$ cat src/rtl/mac_tile_mp.sv
// Multi-precision weight-stationary MAC tile: LANES independent bw-bit MACs, or one
// fused LANES*bw-bit unsigned activation against the lane-0 weight.
module mac_tile_mp #(
    parameter int bw      = 2,
    parameter int wbw     = 4,
    parameter int psum_bw = 9,
    parameter int LANES   = 2
) (
    input  logic                       clk,
    input  logic                       reset,
    input  logic                       en,
    input  logic                       wclr,
    input  logic [LANES*bw-1:0]        in_w,
    output logic [LANES*bw-1:0]        out_e,
    input  logic [LANES*psum_bw-1:0]   in_n,
    output logic [LANES*psum_bw-1:0]   out_s,
    input  logic [2:0]                 inst_w,
    output logic [2:0]                 inst_e,
    output logic                       weight_ready
);

    localparam int PROD_W = bw + wbw + 1;
    localparam int P      = LANES * psum_bw;
    localparam int PTR_W  = (LANES > 1) ? $clog2(LANES) : 1;
    localparam logic [PTR_W-1:0] LAST_LANE = PTR_W'(LANES - 1);

    typedef enum logic {
        ST_LOAD  = 1'b0,
        ST_READY = 1'b1
    } state_t;

    logic [LANES*bw-1:0]      r_a_q;
    logic [P-1:0]             r_c_q;
    logic signed [wbw-1:0]    r_w [LANES];
    logic [2:0]               r_inst_q;
    state_t                   r_state;
    logic [PTR_W-1:0]         r_ptr;

    // inst_q[0] is only forwarded once this tile holds its weights, so loads it consumes stop here.
    always_ff @(posedge clk) begin
        if (reset) begin
            r_a_q    <= '0;
            r_c_q    <= '0;
            r_inst_q <= '0;
            r_state  <= ST_LOAD;
            r_ptr    <= '0;
            for (int i = 0; i < LANES; i++) begin
                r_w[i] <= '0;
            end
        end else if (en) begin
            r_c_q         <= in_n;
            r_inst_q[2:1] <= inst_w[2:1];
            if (inst_w[1] || inst_w[0]) begin
                r_a_q <= in_w;
            end
            if (wclr) begin
                r_state     <= ST_LOAD;
                r_ptr       <= '0;
                r_inst_q[0] <= 1'b0;
            end else begin
                case (r_state)
                    ST_LOAD: begin
                        r_inst_q[0] <= 1'b0;
                        if (inst_w[0]) begin
                            if (inst_w[2]) begin
                                for (int i = 0; i < LANES; i++) begin
                                    r_w[i] <= in_w[wbw-1:0];
                                end
                                r_state <= ST_READY;
                                r_ptr   <= '0;
                            end else begin
                                r_w[r_ptr] <= in_w[wbw-1:0];
                                if (r_ptr == LAST_LANE) begin
                                    r_state <= ST_READY;
                                    r_ptr   <= '0;
                                end else begin
                                    r_ptr <= r_ptr + PTR_W'(1);
                                end
                            end
                        end
                    end
                    ST_READY: begin
                        r_inst_q[0] <= inst_w[0];
                    end
                    default: begin
                        r_state <= ST_LOAD;
                        r_ptr   <= '0;
                    end
                endcase
            end
        end
    end

    logic [P-1:0] w_ind_sum;
    logic [P-1:0] w_fus_acc [LANES+1];

    assign w_fus_acc[0] = r_c_q;

    genvar gi;
    generate
        for (gi = 0; gi < LANES; gi++) begin : g_lane
            logic signed [PROD_W-1:0] w_a_ext;
            logic signed [PROD_W-1:0] w_wi_ext;
            logic signed [PROD_W-1:0] w_w0_ext;
            logic signed [PROD_W-1:0] w_ind_prod;
            logic signed [PROD_W-1:0] w_fus_prod;
            logic signed [P-1:0]      w_fus_ext;

            // Activations are unsigned: zero-extend; weights are signed: sign-extend.
            assign w_a_ext    = PROD_W'(r_a_q[gi*bw +: bw]);
            assign w_wi_ext   = PROD_W'(r_w[gi]);
            assign w_w0_ext   = PROD_W'(r_w[0]);
            assign w_ind_prod = w_a_ext * w_wi_ext;
            assign w_fus_prod = w_a_ext * w_w0_ext;
            assign w_fus_ext  = P'(w_fus_prod);

            assign w_ind_sum[gi*psum_bw +: psum_bw] =
                r_c_q[gi*psum_bw +: psum_bw] + psum_bw'(w_ind_prod);

            // Shifted partial products sum to C + A*w_0 modulo 2^P.
            assign w_fus_acc[gi+1] = w_fus_acc[gi] + (w_fus_ext << (gi*bw));
        end
    endgenerate

    always_comb begin
        out_s = r_c_q;
        if (r_inst_q[1]) begin
            if (r_inst_q[2]) begin
                out_s = w_fus_acc[LANES];
            end else begin
                out_s = w_ind_sum;
            end
        end
    end

    assign out_e        = r_a_q;
    assign inst_e       = r_inst_q;
    assign weight_ready = (r_state == ST_READY);

endmodule

$ cat config.mk
export PLATFORM = sky130hd
export DESIGN_NAME = mac_tile_mp
export DESIGN_NICKNAME = d
export VERILOG_FILES = /design/src/rtl/mac_tile_mp.sv
export SDC_FILE = /design/constraint.sdc
export NUM_CORES = 1
export LEC_CHECK = 0
export CAP_MARGIN = 20
export CORE_MARGIN = 2
export CORE_UTILIZATION = 52
export DETAILED_ROUTE_END_ITERATION = 16
export PLACE_DENSITY = 0.88
export SYNTH_ARGS = -nofsm -noshare
export SYNTH_HDL_FRONTEND = slang
export SYNTH_SLANG_ARGS = --single-unit
$ cat constraint.sdc
create_clock -name clk -period 4.85 [get_ports clk]
set_input_delay 0.485 -clock clk [delete_from_list [all_inputs] [get_ports clk]]
set_output_delay 0.485 -clock clk [all_outputs]
set_load 0.05 [all_outputs]
==> results_dict.tcl, run 1 <==
set metrics [dict create \
    reg2reg_depth 3 \
    synth_fp_nets 627 \
    area_delta_synth_final_pct 36.23 \
    startpoint "r_w[0][2]$_DFFE_PP_" \
    synth_mux_area_share_pct 6.804 \
    tightestPinTransition_ps 954.1 \
    yosysWarnings 0 \
    grt_pass1_wl_mm 19.64 \
    rsz0062_at_grt "yes" \
    grt_usage_pct 27.68 \
    vias 4396 \
    max-slew-margin-rel_pct 36.31 \
    ios 55 \
    vias_per_cell 6.157 \
    synth_cells 520 \
    setup_viol 10 \
    row_count 33 \
    post-route-min-period_ps 5300 \
    final_cell_area_mm2 0.005862 \
    cts_tree "built" \
    start_util_pct 52.90 \
    critPathLaunchType "flop" \
    cts-htree-levels 2 \
    wl_per_cell_um 19.21 \
    antenna_found_initial 0 \
    synth-xor-area-share_pct 6.892 \
    synth-async-reset-ratio_pct 0 \
    routed_wl_mm 13.71 \
    r2r-end "r_w[1][1]$_DFFE_PP_" \
    hold_viol_final 0 \
    endpoint "out_s[11]" \
    timing_worst_setup_path_type "flop to output port" \
    globalRoute.totalOverflow 0 \
    drt_iter0_drc 393 \
    max_freq_mhz 188.7 \
    max-cap-violations 0 \
    holdWs_ps 492.3 \
    drt_drc_violations_left 0 \
    ys.flop_type "dfxtp_1" \
    drt_first_pass_iters 7 \
    cts.sinks 35 \
    power_w 0.001131 \
    ant_nets 0 \
    fin_crit_sh_pct 109.3 \
    die-area_mm2 0.009018 \
    status "finished, violations left" \
    layout-drive-gt1-share_pct 20.85 \
    clk_pin_slew_ps 70 \
    finalClockSkew_ps 10.71 \
    fp.coreArea_mm2 0.008134 \
    synth-seq-cells 35 \
    gp_congestion 0.9644 \
    synthTopCellsByArea "ha_1 17%, dfxtp_1 13%, fa_1 9.8%" \
    yosysTopAreaCell "ha_1" \
    cpPeakStageDelay_ps 510 \
    clock_latency_ps 300 \
    yosysUniqueCellTypes 55 \
    synth_area_mm2 0.004303 \
    cts_buffers 5 \
    critPathSlowestCell "fa_1" \
    synth_top_area_share_pct 16.57 \
    yosysSeqAreaShare_pct 18.14 \
    crit_fanout 5 \
    holdCritPathClass "flop to flop" \
    leakage_nw 2.773 \
    synthSimpleGateAreaFrac_pct 15.76 \
    final_core_util_pct 72.07 \
    drv_slew 0 \
    syn_avg_cell_area_um2 8.275 \
    place_ws_ps -115.0 \
    fp.dieW_um 94.97 \
    clock-root-buffer "clkbuf_8" \
    setup_slack_ps -450.2 \
    regToRegStartpoint "weight_ready$_SDFFE_PP0P_" \
    clockBufferDepth 2 \
    path_cells "buf_4, and2_1, ha_4, ha_1, a21oi_1, o21ai_0, xnor2_1, inv_1, fa_1, inv_1, ha_4, o211ai_1, buf_4, o211ai_1, nand3_2, and3_4, o31ai_4, o21ai_2, buf_6" \
    worstPathRequired_ps 4370 \
    synth-adder-area-share_pct 26.34 \
    grt_pass1_vias 4260 \
    synth_top_family_by_area "adder cells" \
    powerDensity_mw_per_mm2 193.0 \
    hold_buffers 0 \
    port_buffers 54 \
    synth_compound_gate_area_share_pct 18.64 \
    dpl-instance-area_mm2 0.005288 \
    grt_max_degree 32 \
    endpoint_kind "output port" \
    cp.arrival_ps 4820 \
    die_h_um 94.97 \
    synth_edf_count 8 \
    max-vdd-ir-drop_mv 0.1992 \
    final_nets 715 \
    diodes 0 \
    ff2ff_setup_slack_ps 3520 \
    dp_hpwl_mm 8.895 \
    violations "setup timing" \
]
==> worst min-delay path by stage <==
stage | from | to | slack (ps) | cells after the start
global placement | inst_e[0]$_SDFFE_PP0P_ | inst_e[0]$_SDFFE_PP0P_ | 460 | 2
global route | inst_e[0]$_SDFFE_PP0P_ | inst_e[0]$_SDFFE_PP0P_ | 510 | 2
detailed placement | inst_e[0]$_SDFFE_PP0P_ | inst_e[0]$_SDFFE_PP0P_ | 470 | 2
CTS | inst_e[0]$_SDFFE_PP0P_ | inst_e[0]$_SDFFE_PP0P_ | 490 | 2
finish | inst_e[0]$_SDFFE_PP0P_ | inst_e[0]$_SDFFE_PP0P_ | 490 | 2
floorplan | r_c_q[0]$_SDFFE_PP0P_ | r_c_q[0]$_SDFFE_PP0P_ | 490 | 2
==> power by group <==
group | total (W) | switching, W | internal, W
clock network | 0.000275 | 0.000124 | 0.000151
registers | 0.000337 | 0.0000232 | 0.000314
logic | 0.000520 | 0.000293 | 0.000226
==> registers in the layout (all words and copies together) (netlist names) <==
name	flops
out_e	4
r_w	8
weight_ready	1
r_ptr	1
inst_e	3
r_c_q	18
==> stage by stage <==
stage | cells | TNS [ps]
final | 714 | -3456
after detailed placement | 688 | -305.1
after CTS | 705 | -1456
after global routing | 714 | -4883
after global placement | 688 | 0
after floorplan | 520 | -25.53
==> kinds of logic (layout without fill, tap and decap cells) <==
logic type / after synthesis / in the layout
fa+ha+maj: 78 / 78
flops: 35 / 35
simple gates: 140 / 140
buf+inv: 85 / 174
xor+xnor: 33 / 33
compound gates: 120 / 120
mux: 29 / 29
==> cell usage in the layout, fill, tap and decap left out, types with 5 or more instances in the layout <==
cell | netlist | final
a211oi_1 | 9 | 8
a21o_1 | 11 | 11
a21oi_1 | 26 | 18
a21oi_2 | 0 | 6
and2_1 | 22 | 21
buf_12 | 0 | 10
buf_4 | 0 | 39
clkbuf_8 | 0 | 5
clkdlybuf4s50_1 | 0 | 40
dfxtp_1 | 27 | 25
edfxtp_1 | 8 | 8
fa_1 | 21 | 20
ha_1 | 57 | 43
ha_4 | 0 | 12
inv_1 | 73 | 70
mux2i_1 | 27 | 27
nand2_1 | 29 | 29
nand2b_1 | 7 | 7
nor2_1 | 49 | 47
nor2b_1 | 6 | 5
nor3_1 | 9 | 5
o211ai_1 | 9 | 9
o21ai_0 | 27 | 20
o21ai_2 | 1 | 6
xnor2_1 | 18 | 17
xor2_1 | 14 | 13
==> critical path, delay by kind of cell, from the launching register on <==
family	cells	cell delay [ps]
AOI/OAI and AO/OA	6	1150
xor gates and xnor gates	1	320
adders and majority gates	4	1360
buffers and inverters	5	670
DFF	1	400
and+or+nand+nor	3	610
==> cell type report <==
cell class              instances  area (µm²)
multi-input cells             400        3622
fillers                       494        2272
repair buffers                 93       938.4
flip-flops and latches         35       788.3
inverters                      73       274.0
well taps                     105       131.4
clock buffers                   5       68.82
clock inverters                 3       38.79
==> per-layer routing <==
| metal | GRT usage (%) | share of wire, % |
|---|---|---|
| met1 | 35.44 | 39 |
| met2 | 46.87 | 48 |
| met3 | 5.028 | 8.2 |
| met4 | 9.541 | 4.8 |
| met5 | 0 | 0 |
==> cells in the mapped netlist, types with 11 or more instances <==
cell type / n
a21o_1: 11
a21oi_1: 26
and2_1: 22
dfxtp_1: 27
fa_1: 21
ha_1: 57
inv_1: 73
mux2i_1: 27
nand2_1: 29
nor2_1: 49
o21ai_0: 27
xnor2_1: 18
xor2_1: 14
==> what timing repair did <==
item / CTS / global route
hold endpoints to repair: 0 / 0
pin swaps: 28 / 31
setup buffers: 9 / 11
gates resized for setup: 39 / 28
setup endpoints to repair: 10 / 11
Power figures use the tool's default switching activity.
==> run 2, diff against run 1 <==
--- a/config.mk
+++ b/config.mk
@@ -7,9 +7,10 @@
 export LEC_CHECK = 0
 export CAP_MARGIN = 20
 export CORE_MARGIN = 2
-export CORE_UTILIZATION = 52
+export CORE_UTILIZATION = 59
 export DETAILED_ROUTE_END_ITERATION = 16
-export PLACE_DENSITY = 0.88
+export DONT_BUFFER_PORTS = 1
+export PLACE_DENSITY = 0.87
 export SYNTH_ARGS = -nofsm -noshare
 export SYNTH_HDL_FRONTEND = slang
 export SYNTH_SLANG_ARGS = --single-unit
==> results_dict.tcl, run 2 (synthesis results as in run 1) <==
set metrics [dict create \
    status "finished, violations left" \
    violations "setup timing" \
    max-slew-margin-rel_pct 31.85 \
    hold_viol_final 0 \
    grt_pass1_vias 4290 \
    drt_drc_violations_left 0 \
    clkPwrFrac_pct 20.2 \
    clk_pin_slew_ps 70 \
    clockBufferDepth 2 \
    port_buffers 0 \
    fp.coreArea_mm2 0.007176 \
    critPathLaunchType "flop" \
    setup_viol 11 \
    finalClockSkew_ps 1.234 \
    start_util_pct 59.97 \
    largest_register_ffs 18 \
    globalRoute.totalOverflow 0 \
    drt_first_pass_iters 5 \
    fin_crit_sh_pct 105.7 \
    powerDensity_mw_per_mm2 188.0 \
    grt_max_degree 37 \
    routed_wl_mm 13.54 \
    max_freq_mhz 195.1 \
    power_frac_seq_pct 33.9 \
    vias 4310 \
    layout-drive-gt1-share_pct 20.74 \
    grt_pass1_wl_mm 20.07 \
    row_count 31 \
    final_core_util_pct 74.58 \
    diodes 0 \
    worstPathRequired_ps 4370 \
    drt_iter0_drc 437 \
    grt_usage_pct 32.63 \
    final_common_cell "inv_1" \
    p_comb_share_pct 45.8 \
    final_nets 670 \
    tns_ps -1757 \
    ios 55 \
    wl_per_cell_um 20.42 \
    path_cells "nand2_1, inv_1, ha_4, fa_2, nor2b_1, o211ai_1, buf_4, a2bb2oi_4, buf_4, fa_1, inv_1, ha_4, a2111oi_4, nand2_1, o21ai_2, a21oi_2, xnor2_2, a221oi_4, buf_12" \
    setup_slack_ps -275.1 \
    max-vdd-ir-drop_mv 0.1857 \
    rsz0062_at_grt "yes" \
    switchingPower_w 0.0004041 \
    die_h_um 89.40 \
    area_delta_synth_final_pct 24.37 \
    leakage_nw 2.561 \
    cpPeakStageDelay_ps 510 \
    cts_buffers 5 \
    antenna_found_initial 0 \
    die-area_mm2 0.007992 \
    cts-htree-levels 2 \
    switching_share_pct 40.17 \
    clock-root-buffer "clkbuf_8" \
    gp_congestion 0.9222 \
    vias_per_cell 6.501 \
    cp.arrival_ps 4640 \
    cts_tree "built" \
    dp_hpwl_mm 8.917 \
    endpoint_kind "output port" \
    layout_common_cells "71 x inv_1, 46 x nor2_1, 42 x ha_1, 36 x buf_4, 28 x nand2_1" \
    drv_slew 0 \
    internal_power_w 0.0006018 \
    ant_nets 0 \
    top_register "r_c_q" \
    timing_worst_setup_path_type "flop to output port" \
    holdCritPathClass "primary input to flop" \
    cts.sinks 35 \
    crit_fanout 5 \
    post-route-min-period_ps 5125 \
    max-cap-violations 0 \
    tightestPinTransition_ps 1026 \
    clock_latency_ps 290 \
    fp.dieW_um 89.40 \
    critPathSlowestCell "fa_1" \
]
==> run 2: area by class of cell <==
| type | instances | area, µm² |
|---|---|---|
| clock inverters | 2 | 7.507 |
| multi-input cells | 401 | 3620 |
| inverters | 73 | 274.0 |
| flip-flops and latches | 35 | 789.5 |
| repair buffers | 47 | 464.2 |
| fillers | 408 | 1824 |
| clock buffers | 6 | 72.57 |
| well taps | 99 | 123.9 |
==> run 2: layer usage <==
metal	wire length, µm	track usage [%]
met5	0	0
met4	848	16.96
met3	1278	6.556
met2	6450	56.97
met1	4962	37.59
==> run 2: worst max-delay path, delay by kind of cell, from the launching register on <==
family	cells	cell delay (ps)
compound gates	6	1210
buf+inv	5	760
simple gates	3	450
flops	1	400
xor+xnor	1	180
fa+ha+maj	4	1360
==> run 2: repair_timing <==
item | CTS | global route
resized for setup | 32 | 24
pin swaps | 20 | 22
setup endpoints to repair | 10 | 11
hold buffers | 0 | 0
setup buffers | 6 | 7
cloned | 1 | 0
==> run 2: final timing paths <==
check | start | endpoint | slack [ps] | cells after the start
worst max register to register | weight_ready$_SDFFE_PP0P_ | r_w[1][3]$_DFFE_PP_ | 3260 | 3
worst min-delay path | reset | r_c_q[14]$_SDFFE_PP0P_ | 250 | 1
worst max-delay path | r_w[0][3]$_DFFE_PP_ | out_s[17] | -280 | 19
worst min register to register | r_c_q[5]$_SDFFE_PP0P_ | r_c_q[5]$_SDFFE_PP0P_ | 550 | 2
==> run 2: stage by stage <==
| stage | setup WS, ps | hold slack, ps | instance area (µm²) | power, W | instances |
|---|---|---|---|---|---|
| 2_1_floorplan | -25.53 | 486.1 | 4413 | 0.0006273 | 520 |
| 3_3_place_gp | 62.04 | 501.4 | 4848 | 0.0007162 | 641 |
| 6_report | -275.1 | 252.5 | 5351 | 0.001006 | 663 |
| 5_1_grt | -386.1 | 236.1 | 5351 | 0.001050 | 663 |
| 3_5_place_dp | -113.3 | 537.8 | 4848 | 0.0007338 | 641 |
| 4_1_cts | -115.4 | 247.9 | 5166 | 0.0009564 | 656 |
==> run 2: power groups by stage <==
stage	Combinational (W)	Sequential, W	Clock (W)
CTS	0.000414	0.000339	0.000203
floorplan	0.000283	0.000344	0
global placement	0.000372	0.000344	0
finish	0.000461	0.000341	0.000204
detailed placement	0.000388	0.000346	0
global route	0.000490	0.000342	0.000217
